## src/rtl/axi_rd_arbiter.sv

```systemverilog
// Two-master AXI read arbiter: 1-cycle arbitration in IDLE, grant locked for the whole burst, R beats steered to the owner.
// Stalls with the slave or owning master, no timeout. `AXI_RD_ARB_RR_EN selects round-robin ties; default gives master 1 fixed priority.
module axi_rd_arbiter #(
    parameter int ADDR_W = 32,
    parameter int DATA_W = 32,
    parameter int LEN_W  = 8
) (
    input  logic                clk,
    input  logic                rst_n,
    input  logic [1:0]          m_arvalid,
    output logic [1:0]          m_arready,
    input  logic [2*ADDR_W-1:0] m_araddr,
    input  logic [2*LEN_W-1:0]  m_arlen,
    output logic [1:0]          m_rvalid,
    input  logic [1:0]          m_rready,
    output logic [DATA_W-1:0]   m_rdata,
    output logic                m_rlast,
    output logic                s_arvalid,
    input  logic                s_arready,
    output logic [ADDR_W-1:0]   s_araddr,
    output logic [LEN_W-1:0]    s_arlen,
    input  logic                s_rvalid,
    output logic                s_rready,
    input  logic [DATA_W-1:0]   s_rdata,
    input  logic                s_rlast,
    output logic [1:0]          gnt
);
    typedef enum logic [1:0] {IDLE, ADDR, DATA} state_t;

    state_t           state_q, state_d;
    logic [1:0]       gnt_d;
    logic [LEN_W-1:0] cnt_q, cnt_d;
    logic             own;
    logic             pick;
    logic             r_hs;
    logic             err_q;

    assign own = gnt[1];

`ifdef AXI_RD_ARB_RR_EN
    // Holds the owner of the last completed burst; the other master wins the next tie.
    logic rr_q;

    assign pick = (&m_arvalid) ? ~rr_q : m_arvalid[1];

    always_ff @(posedge clk or negedge rst_n) begin
        if (!rst_n)
            rr_q <= 1'b1;
        else if (r_hs && s_rlast)
            rr_q <= own;
    end
`else
    assign pick = m_arvalid[1];
`endif

    always_ff @(posedge clk or negedge rst_n) begin
        if (!rst_n) begin
            state_q <= IDLE;
            gnt     <= 2'b00;
            cnt_q   <= '0;
        end else begin
            state_q <= state_d;
            gnt     <= gnt_d;
            cnt_q   <= cnt_d;
        end
    end

    always_comb begin
        state_d   = state_q;
        gnt_d     = gnt;
        cnt_d     = cnt_q;
        m_arready = 2'b00;
        m_rvalid  = 2'b00;
        m_rdata   = '0;
        m_rlast   = 1'b0;
        s_arvalid = 1'b0;
        s_araddr  = '0;
        s_arlen   = '0;
        s_rready  = 1'b0;
        r_hs      = 1'b0;
        case (state_q)
            IDLE: begin
                if (|m_arvalid) begin
                    gnt_d   = pick ? 2'b10 : 2'b01;
                    state_d = ADDR;
                end
            end
            ADDR: begin
                // Address tracks the live master input even if its valid drops early.
                s_arvalid      = m_arvalid[own];
                s_araddr       = own ? m_araddr[ADDR_W +: ADDR_W] : m_araddr[0 +: ADDR_W];
                s_arlen        = own ? m_arlen[LEN_W +: LEN_W] : m_arlen[0 +: LEN_W];
                m_arready[own] = s_arready;
                if (s_arvalid && s_arready) begin
                    cnt_d   = s_arlen;
                    state_d = DATA;
                end
            end
            DATA: begin
                m_rvalid[own] = s_rvalid;
                s_rready      = m_rready[own];
                m_rdata       = s_rdata;
                m_rlast       = s_rlast;
                r_hs          = s_rvalid && s_rready;
                if (r_hs) begin
                    cnt_d = cnt_q - LEN_W'(1);
                    if (s_rlast) begin
                        gnt_d   = 2'b00;
                        state_d = IDLE;
                    end
                end
            end
            default: state_d = IDLE;
        endcase
    end

    // Sticky flag for a slave whose rlast disagrees with the requested length.
    always_ff @(posedge clk or negedge rst_n) begin
        if (!rst_n)
            err_q <= 1'b0;
        else if (r_hs && (s_rlast != (cnt_q == '0)))
            err_q <= 1'b1;
    end

`ifndef SYNTHESIS
    always_ff @(posedge clk) begin
        if (rst_n && r_hs && !err_q && (s_rlast != (cnt_q == '0)))
            $error("axi_rd_arbiter: s_rlast disagrees with burst length");
    end
`endif

endmodule

```

## config.mk

```make
export PLATFORM = sky130hd
export DESIGN_NAME = axi_rd_arbiter
export DESIGN_NICKNAME = d
export VERILOG_FILES = /design/src/rtl/axi_rd_arbiter.sv
export SDC_FILE = /design/constraint.sdc
export NUM_CORES = 1
export LEC_CHECK = 0
export ABC_AREA = 1
export CORE_MARGIN = 5
export CORE_UTILIZATION = 24
export DETAILED_ROUTE_END_ITERATION = 12
export PLACE_DENSITY = 0.87
export SLEW_MARGIN = 20
export SYNTH_ARGS = -nofsm -noshare
export SYNTH_HDL_FRONTEND = slang
export SYNTH_SLANG_ARGS = --single-unit
```

## constraint.sdc

```tcl
create_clock -name clk -period 2.1 [get_ports clk]
set_input_delay 0.525 -clock clk [delete_from_list [all_inputs] [get_ports clk]]
set_output_delay 0.525 -clock clk [all_outputs]
set_load 0.005 [all_outputs]
```

=== Word level (Yosys, flattened, before mapping) ===
Index checks and enable logic that the tools add are counted.

* Multiply operators: 0
* Add/subtract/negate cells: 0
* Order comparisons: 2
* Shifts and indexed selects: 0
* Reductions and logical operators: 8
* Divide/modulo/power cells: 0
* Equality and inequality tests: 6
* Muxes and demuxes: 24
* Bitwise gates (word level): 2

{| class="wikitable"
|+ Operators with widths
! kind !! count
|-
| 32-bit 2-to-1 mux || 3
|-
| 2-bit 2-to-1 mux || 8
|-
| 8-bit 2-to-1 mux || 2
|-
| 1-bit 2-to-1 mux || 8
|-
| 2-bit != test (second input constant) || 4
|-
| 4-bit AND reduction || 2
|-
| 2-bit one-hot mux with 3 select lines || 1
|-
| 2-bit bitwise AND || 2
|-
| 2-bit one-hot mux with 2 select lines || 1
|-
| 1-bit logical AND || 3
|-
| 2-bit by 1-bit equality test with 1-bit output (second input constant) || 1
|-
| 2-bit equality test (second input constant) || 1
|-
| 2-bit zero test || 1
|-
| 1-bit by 2-bit less-than comparator with 1-bit output (second input constant) || 1
|-
| 2-bit nonzero test || 1
|-
| 2-bit OR reduction || 1
|-
| 1-bit demux with 1-bit select || 1
|-
| 1-bit >= comparator (second input constant) || 1
|}

* Word-level logic and storage cells: 44
* Bits in latches: 0
* Flip-flop bits (word level): 4
* Bits of input ports: 121
* Memories: 0
* ROM bits: 0
* RAM bits: 0
* Output and inout bits: 81

=== Longest topological paths before layout ===
Gate-level depths: netlist of the first run.

* Word-level depth: 6
* Mapped depth: 8

=== Worst setup path after synthesis of the first run ===
No wires, ideal clock.

* Path kind: register to output
* From: register gnt[1]
* To: output s_araddr[12]
* Data required time: 1575 ps
* Cell stages (with the launch flop): 5
* Slack: 573 ps
* Buffers on the path: 2
* Arrival time: 1002 ps
* Cells stage by stage: dfrtp_1 > buf_4 > clkbuf_1 > nand2_1 > a21oi_2

* Cells in the longest elaborated chain, start to end: 2

{| class="wikitable"
|+ RTL lines
! what !! RTL line !! source
|-
| from (decl) || 26 || <nowiki>output logic [1:0] gnt</nowiki>
|-
| from (signal assigned) || 63 || <nowiki>gnt <= gnt_d;</nowiki>
|-
| 32-bit 2-to-1 mux || 91 || <nowiki>s_araddr = own ? m_araddr[ADDR_W +: ADDR_W] : m_araddr[0 +: ADDR_W];</nowiki>
|-
| 32-bit 2-to-1 mux || 81 || <nowiki>case (state_q)</nowiki>
|-
| to (decl) || 20 || <nowiki>output logic [ADDR_W-1:0] s_araddr,</nowiki>
|}

Every way passes these cells.

=== Final worst setup path of the first run ===
* From: input m_arvalid[1]
* To: output s_arvalid

* Cells in the longest elaborated chain, start to end: 3

{| class="wikitable"
|+ RTL lines
! what !! RTL line !! source
|-
| from (decl) || 10 || <nowiki>input logic [1:0] m_arvalid,</nowiki>
|-
| 1-bit 2-to-1 mux (not written as such) (2 in series) || 90 || <nowiki>s_arvalid = m_arvalid[own];</nowiki>
|-
| 1-bit 2-to-1 mux || 81 ||
|-
| to (decl) || 18 || <nowiki>output logic s_arvalid,</nowiki>
|}

Every way passes these cells. The select of a mux whose other input is x is not followed.

==> results by group, run 1 <==
Outcome
  • Status: finished clean

Worst setup path
  • Critical path type: primary input to output pin
  • Worst endpoint data arrival time: roughly 1500 ps
  • Required time worst endpoint: 1570 ps
  • CP max FO: 2
  • CP Capture Type: output pin
  • CP startpoint kind: primary input

Global route
  • Vias in the first global route: 2185
  • Met3 Use GR: 0.0618
  • Gr busiest metal: met2
  • GRT Residual Overflow: 0
  • GR Util met1: 0.164
  • GRT met2 Usage: 0.384
  • Initial antenna violation count: 0
  • Largest net degree at the start of global routing: 42
  • GRT Total Usage: 0.183
  • First-pass GRT wire length: between 9000 and 10000 µm

Die
  • Initial core utilization: 0.246
  • Die ar.: a little under 0.007 mm²
  • Number of I/O pins: about 200
  • Die extent in y: a little over 80 µm
  • Rows: 26
  • CORE AREA: 0.00507 mm²
  • Die width: about 82 µm

Yosys
  • Syn nets: roughly 380
  • Avg Inst Size Synth: 4.84 µm²
  • Distinct cells, synth: 17
  • Post-synthesis sequential area ratio: 0.0801
  • Yosys reg bits: 4
  • Cell area after synthesis: ~0.0012 mm²
  • Synthesis warning total: 0
  • Mapped Cells: around 260

Clocking
  • CTS buffer count: 3
  • Worst-Skew Late Latency: approximately 220 ps
  • Post-cts hold buffer count: 0
  • Clk slew on worst S/H paths: 40 ps
  • Clk root buf: clkbuf_8
  • CTS tree: yes
  • TritonCTS Sinks: 4
  • Maximum buffer depth of the clock tree: 2
  • H-tree depth: 1

STA
  • Finish-stage setup viols: 0
  • Final period util: 0.966
  • Fmax: around 0.49 GHz
  • Final slew viol count: 0
  • Final number of hold-violating endpoints: 0
  • Least-Margin Pin Slew: about 210 ps
  • Setup ws final: 71.1 ps
  • Final Critical Period: 2030 ps
  • Worst slew margin: 0.858
  • RSZ-0062 raised after global routing: false
  • Clock Skew: ~7.9 ps

Final layout
  • # diodes: 0
  • Area grow syn2layout: 170%
  • Most frequent cells in the layout: clkdlybuf4s50_1, nand2_1, dlygate4sd2_1
  • Filler cells: about 470
  • Post-Route Utilization: 0.664
  • Nets@finish: ~600
  • Commonest non-fill, non-tap cell in the layout: clkdlybuf4s50_1
  • Share of cells above drive strength 1: 0.0927
  • Fin cells: 534

Job
  • Max-cap violations: 0

Detailed routing
  • Via Count: 2305
  • Initial drt markers: between 80 and 90
  • DR pass1 iterations: 4
  • Final wirelength: between 6000 and 7000 µm
  • Drt drc: 0
  • Final ANT Viol Nets: 0
  • Vias/cell: between 4 and 5
  • WL per Instance: 12.9 µm

Place
  • GP Congestion: 0.770
  • IO Port Bufs: approximately 200
  • Post-DP HPWL: 5940 µm
  • Place WS: -216 ps
  • Placed cells: between 500 and 600

Power and ir drop
  • Leakage: ~1.9 nW
  • Cell Pwr Density: between 700 and 800 mW/mm²
  • VDD IR max: roughly 0.00063 V

Hold path
  • HP Class: flop to flop
-- layout make-up --
type                            count  area (µm²)  area share
Multi-Input combinational cell    192         856       0.254
Timing Repair Buffer              219        2110       0.626
Sequential cell                     4         101      0.0301
Tap cell                           70        87.6      0.0260
Clock buffer                        3        41.3      0.0123
Inverter                           46         173      0.0512
-- timing repair --
item / in CTS / in global routing
gates resized for setup: 80 / 0
setup endpoints to repair: 79 / 0
setup buffers: 1 / 0
-- stage by stage --
step	setup TNS [ps]	hold slack, ps	total power [mW]	area, µm²
6_report	0	470	2.52	3370
5_1_grt	0	532	2.77	3370
4_1_cts	0	475	2.56	3370
3_5_place_dp	-7560	465	2.67	3420
3_3_place_gp	-6620	454	2.63	3420
2_1_floorplan	0	229	1.26	1250
-- where the power goes --
part | internal [mW] | leakage (nW) | switching [mW]
sequential | 0.115 | 0.0488 | 0.0380
clock | 0.122 | 0.0216 | 0.0404
combinational | 1.11 | 1.82 | 1.09
total | 1.35 | 1.89 | 1.17
-- sequential cells by signal (all words and copies together), names as in the netlist --
name     cells
gnt          2
state_q      2
-- cell usage after synthesis --
cell	instances	share of area
nor3_1	4	0.016
inv_2	4	0.012
nand3_1	5	0.020
a21oi_1	29	0.12
dfrtp_1	4	0.080
a21oi_2	12	0.084
buf_2	4	0.016
nor2_4	1	0.0090
buf_6	7	0.063
nand2_1	96	0.29
clkbuf_1	4	0.012
nand2_2	1	0.0050
nand4_1	4	0.020
nor2_1	37	0.11
inv_1	42	0.13
buf_4	1	0.0060
nor2_2	3	0.015
-- worst max-delay path, cell delays in order --
cell and delay, ps:
clkdlybuf4s50_1 470, inv_1 50, nand2_1 70, nand2_1 60, nor2_1 70, dlygate4sd2_1 240
-- metal layers --
metal  wire [µm]  up-vias  part of all wire
li1            -     1186                 -
met1        2190      973              0.32
met2        3680      135              0.53
met3         913       11              0.13
met4         103        0             0.015
met5           0        -                 0
-- cells by family after synthesis --
logic type,Yosys count,share of synthesized area
DFF,4,0.0801
AOI/OAI and AO/OA,41,0.200
and+or+nand+nor,151,0.484
buffers and inverters,62,0.235
-- worst paths after layout --
kind	from	slack, ps	endpoint	cells past startpoint
worst min register to register	gnt[0]$_DFFE_PN0P_	470	gnt[0]$_DFFE_PN0P_	2
worst min-delay path	gnt[0]$_DFFE_PN0P_	470	gnt[0]$_DFFE_PN0P_	2
worst max register to register	gnt[1]$_DFFE_PN0P_	760	state_q[1]$_DFFE_PN0P_	9
min in group asynchronous	rst_n	510	gnt[0]$_DFFE_PN0P_	1
worst max-delay path	m_arvalid[1]	70	s_arvalid	6
max in group asynchronous	rst_n	1390	state_q[0]$_DFFE_PN0P_	1
Power figures use the tool's default switching activity.
==> inputs of run 2 (changes only) <==
--- a/config.mk
+++ b/config.mk
@@ -6,10 +6,12 @@
 export NUM_CORES = 1
 export LEC_CHECK = 0
 export ABC_AREA = 1
+export CORE_ASPECT_RATIO = 1.2
 export CORE_MARGIN = 5
 export CORE_UTILIZATION = 24
 export DETAILED_ROUTE_END_ITERATION = 12
 export PLACE_DENSITY = 0.87
+export SETUP_SLACK_MARGIN = 0.5
 export SLEW_MARGIN = 20
 export SYNTH_ARGS = -nofsm -noshare
 export SYNTH_HDL_FRONTEND = slang
==> run 2 against run 1 <==
Against the previous run: sequential share of layout area shrank 0.056 points; clock skew decreased by 5.0 ps; fmax is 4.1% higher; combinational power increased by 19%; setup slack improved by 80 ps; critical path depth unchanged.
==> results by group, run 2 (same netlist as run 1, synthesis figures left out) <==
Worst setup path
  • CP peak stage delay: slightly below 400 ps
  • Worst-path cell chain: buf_6 > nor2_4 > inv_4 > buf_12 > nor2_1 > clkdlybuf4s15_2
  • CP Capture Type: output pin
  • Slowest-stage cell, CP: dfrtp_1
  • Worst endpoint data arrival time: about 1400 ps
  • CP max FO: 8
  • WP buf/inv: 4
  • Critical path type: flop to output pin
  • Family with the most delay on the worst path: buffers and inverters
  • CP startpoint kind: flop
  • Required time worst endpoint: between 1500 and 2000 ps

STA
  • Finish-stage setup viols: 0
  • Fmax: slightly above 0.5 GHz
  • RSZ-0062 raised after global routing: true
  • Final slew viol count: 0
  • Fin Setup TNS: 0 ps
  • Final Critical Period: 1950 ps
  • Worst slew margin: 0.840
  • Setup ws final: between 150 and 200 ps
  • Clock Skew: 2.90 ps
  • Final number of hold-violating endpoints: 0
  • Least-Margin Pin Slew: around 240 ps
  • Final period util: 0.928

Final layout
  • Nets@finish: around 610
  • Filler cells: approximately 460
  • # diodes: 0
  • Most frequent cells in the layout: clkdlybuf4s50_1, nand2_1, buf_2
  • Share of cells above drive strength 1: 0.353
  • Top Registers: gnt: 2 flops, state_q: 2 flops
  • Commonest non-fill, non-tap cell in the layout: clkdlybuf4s50_1
  • Design Area, Final: 0.00343 mm²
  • Area grow syn2layout: 175%
  • Register area: a little over 100 µm²
  • Area of the multi-input gates: about 950 µm²

Hold path
  • HP Class: flop to flop

Power and ir drop
  • Leakage: 1.83 nW
  • VDD IR max: approximately 0.00054 V
  • Total Power: roughly 3 mW
  • Cell Pwr Density: between 800 and 900 mW/mm²

Die
  • Die extent in y: between 80 and 90 µm
  • Die width: between 70 and 80 µm
  • CORE AREA: approximately 0.005 mm²
  • Rows: 28
  • Initial core utilization: 0.250
  • Die ar.: about 0.0068 mm²
  • Number of I/O pins: ~200

Clocking
  • CTS buffer count: 3
  • Clk root buf: clkbuf_8
  • TritonCTS Sinks: 4
  • Worst-Skew Late Latency: between 200 and 250 ps
  • H-tree depth: 1
  • Clk slew on worst S/H paths: about 30 ps
  • Maximum buffer depth of the clock tree: 2
  • CTS tree: yes

Global route
  • GRT Residual Overflow: 0
  • Vias in the first global route: around 2200
  • Largest net degree at the start of global routing: 22
  • First-pass GRT wire length: roughly 11000 µm
  • GRT Total Usage: 0.206
  • Initial antenna violation count: 0

Detailed routing
  • Via Count: between 2000 and 2500
  • DR pass1 iterations: 4
  • Initial drt markers: 54
  • Vias/cell: between 4 and 5
  • Final ANT Viol Nets: 0
  • Drt drc: 0
  • Final wirelength: between 7000 and 8000 µm
  • WL per Instance: around 14 µm

Place
  • Placed inst area: around 0.0034 mm²
  • Post-DP HPWL: 6250 µm
  • GP Congestion: 0.783
  • IO Port Bufs: roughly 200
  • Place WS: -259 ps

Job
  • Max-cap violations: 0

Outcome
  • Status: finished clean
==> run 2: cell types whose count changed in the layout (fill, tap and decap cells not counted), moves of 8 or more <==
cell             before  now
clkdlybuf4s50_1     122  112
buf_2                 0   66
a21oi_2              12   21
buf_4                13   24
clkdlybuf4s15_2       0    8
nor2_1               37   23
a21oi_1              29   20
dlygate4sd2_1        79   10
nor2_2                3   16
==> run 2: final cells by class <==
type,instances,share of cell area
repair buffers,239,0.605
multi-input cells,192,0.276
inverters,46,0.0532
flip-flops and latches,4,0.0295
well taps,60,0.0219
clock buffers,3,0.0120
repair inverters,1,0.00219
==> run 2: report_power, final <==
group / internal, mW / switching [mW] / total [mW] / leakage, nW
Combinational: 1.33 / 1.29 / 2.62 / 1.76
Sequential: 0.115 / 0.0348 / 0.150 / 0.0487
Clock: 0.123 / 0.0436 / 0.166 / 0.0216
==> run 2: worst paths after layout <==
kind | from | endpoint | slack, ps | depth (start not counted)
max | state_q[0]$_DFFE_PN0P_ | m_rdata[10] | 150 | 6
min | gnt[0]$_DFFE_PN0P_ | gnt[0]$_DFFE_PN0P_ | 470 | 2
max reg2reg | gnt[1]$_DFFE_PN0P_ | gnt[1]$_DFFE_PN0P_ | 320 | 12
min reg2reg | gnt[0]$_DFFE_PN0P_ | gnt[0]$_DFFE_PN0P_ | 470 | 2
max in group asynchronous | rst_n | gnt[1]$_DFFE_PN0P_ | 1420 | 1
min in group asynchronous | rst_n | state_q[0]$_DFFE_PN0P_ | 500 | 1
==> run 2: metal layers <==
layer / global-route usage / part of all wire
met5: 0 / 0
met4: 0.0620 / 0.021
met3: 0.0382 / 0.099
met2: 0.415 / 0.55
met1: 0.203 / 0.33
==> run 2: worst reg2reg max path, cell delays in order (launching register included) <==
cell and delay, ps:
dfrtp_2 410, buf_4 140, buf_6 180, nand2_1 90, buf_4 130, buf_4 120, buf_4 110, buf_4 120
nand3_1 90, nand2_2 100, nand3_1 100, nand2_1 60, nand2_1 60
==> run 2: metrics by stage <==
step	utilization	instances	hold WS [ps]
finish	0.685	545	467
global placement	0.677	520	460
floorplan	-	258	229
CTS	0.686	543	468
detailed placement	0.677	520	466
global route	0.685	545	527
==> run 2: repair_timing <==
item / 4_1_cts / 5_1_grt
pin swaps: 12 / 3
buffers inserted: 17 / 1
hold endpoints to repair: 0 / 0
resized for setup: 306 / 50
hold buffers: 0 / 0
endpoints found under the setup margin: 81 / 83
gates cloned: 3 / 1
==> variant (settings of run 2) <==
Encoding of `state_t`: now one-hot (3 bits for 3 states).
--- a/src/rtl/axi_rd_arbiter.sv
+++ b/src/rtl/axi_rd_arbiter.sv
@@ -26,5 +26,5 @@
     output logic [1:0]          gnt
 );
-    typedef enum logic [1:0] {IDLE, ADDR, DATA} state_t;
+    typedef enum logic [2:0] {IDLE = 3'b001, ADDR = 3'b010, DATA = 3'b100} state_t;
 
     state_t           state_q, state_d;
Function: no difference found for any inputs over 10 cycles, from zero or initial values and one cycle with rst_n low; not proved beyond that.
==> variant against run 2 <==
  * Register-to-register slack lost 0.05 ns
  * Synthesized area shrank 0.30%
  * Sequential cell count grew 1
  * Critical path type unchanged
  * First-iteration DRC count grew 65%
  * Power grew 24%
  * Routed wire length grew 28%
  * Worst setup slack lost 0.065 ns
  * Cell area grew 19%
  * Largest power group unchanged
==> variant: results <==
export IMPL_drive_gt1_share_pct=45.4
export IMPL_place_ws_ns=-0.263
export IMPL_rrSetupSlack_ns=0.27
export IMPL_cpPeakStageDelay_ns=0.44
export IMPL_netlist_top_cells_count="99 x nand2_1, 45 x inv_1, 40 x a21oi_1"
export IMPL_fin_hold_ws_ns=0.473
export IMPL_synthTopCellsByArea="nand2_1 30%, a21oi_1 16%, inv_1 14%, nor2_1 11%, dfrtp_1 8.0%"
export IMPL_critPathMaxFanout=3
export IMPL_viasPerCell=4.72
export IMPL_leakage_uw=0.00213
export IMPL_ys_seq_area_share_pct=10.1
export IMPL_status="complete, no violations"
export IMPL_synth_fp_nets=388
export IMPL_multi_input_area_um2=1210
export IMPL_num_fill_cells=324
export IMPL_synth_compound_area_share_pct=16.1
export IMPL_grt_pass1_wl_um=12000
export IMPL_arrival_ns=1.49
export IMPL_cp_slowest_cell="dfrtp_2"
export IMPL_post_dp_cell_area_um2=3420
export IMPL_dp_cells=526
export IMPL_grt_usage_pct=22.9
export IMPL_hpwlAfterDp_um=6120
export IMPL_drtIter0Drc=89
export IMPL_slew_headroom_pct=82.1
export IMPL_route_vias_total=2714
export IMPL_final_nets=637
export IMPL_grt_max_degree=23
export IMPL_min_to="gnt[0]$_DFFE_PN0P_"
export IMPL_detail_route_wl_per_cell_um=17.5
export IMPL_critPathCapture="m_rvalid[1]"
export IMPL_ir_worst_vdd_uv=668
export IMPL_gp_congestion=0.817
export IMPL_fin_crit_ns=2.01
export IMPL_netlist_instances=267
export IMPL_grt_pass1_vias=2431
export IMPL_path_delay_family="buffers and inverters"
export IMPL_top_regs="state_q x3, gnt x2"
export IMPL_synth_distinct_cells=18
[variant: layer usage]
metal	global-route usage [%]	vias to the layer above	wire length, um
met3	3.04	21	777
met4	4.61	0	195
met5	0	-	0
li1	-	1302	-
met2	45.4	146	5630
met1	25.0	1245	3440
[variant: what timing repair did]
action | CTS | global route
pin swaps | 24 | 8
gates cloned | 5 | 5
buffers inserted | 25 | 10
endpoints found under the hold margin | 0 | 0
gates resized for setup | 347 | 108
setup endpoints to repair | 81 | 82
[variant: layout make-up]
cell class / count / share of cell area (%)
Clock buffer: 4 / 1.10
Inverter: 49 / 4.62
Multi-Input combinational cell: 197 / 29.6
Timing Repair Buffer: 260 / 59.7
Sequential cell: 5 / 3.15
Tap cell: 60 / 1.84
[variant: where the power goes]
group	switching (uW)	leakage [uW]	internal, uW
Clock	51.7	0.0000228	131
Sequential	56.9	0.0000589	153
Combinational	1540	0.00205	1700
Total	1650	0.00213	1990
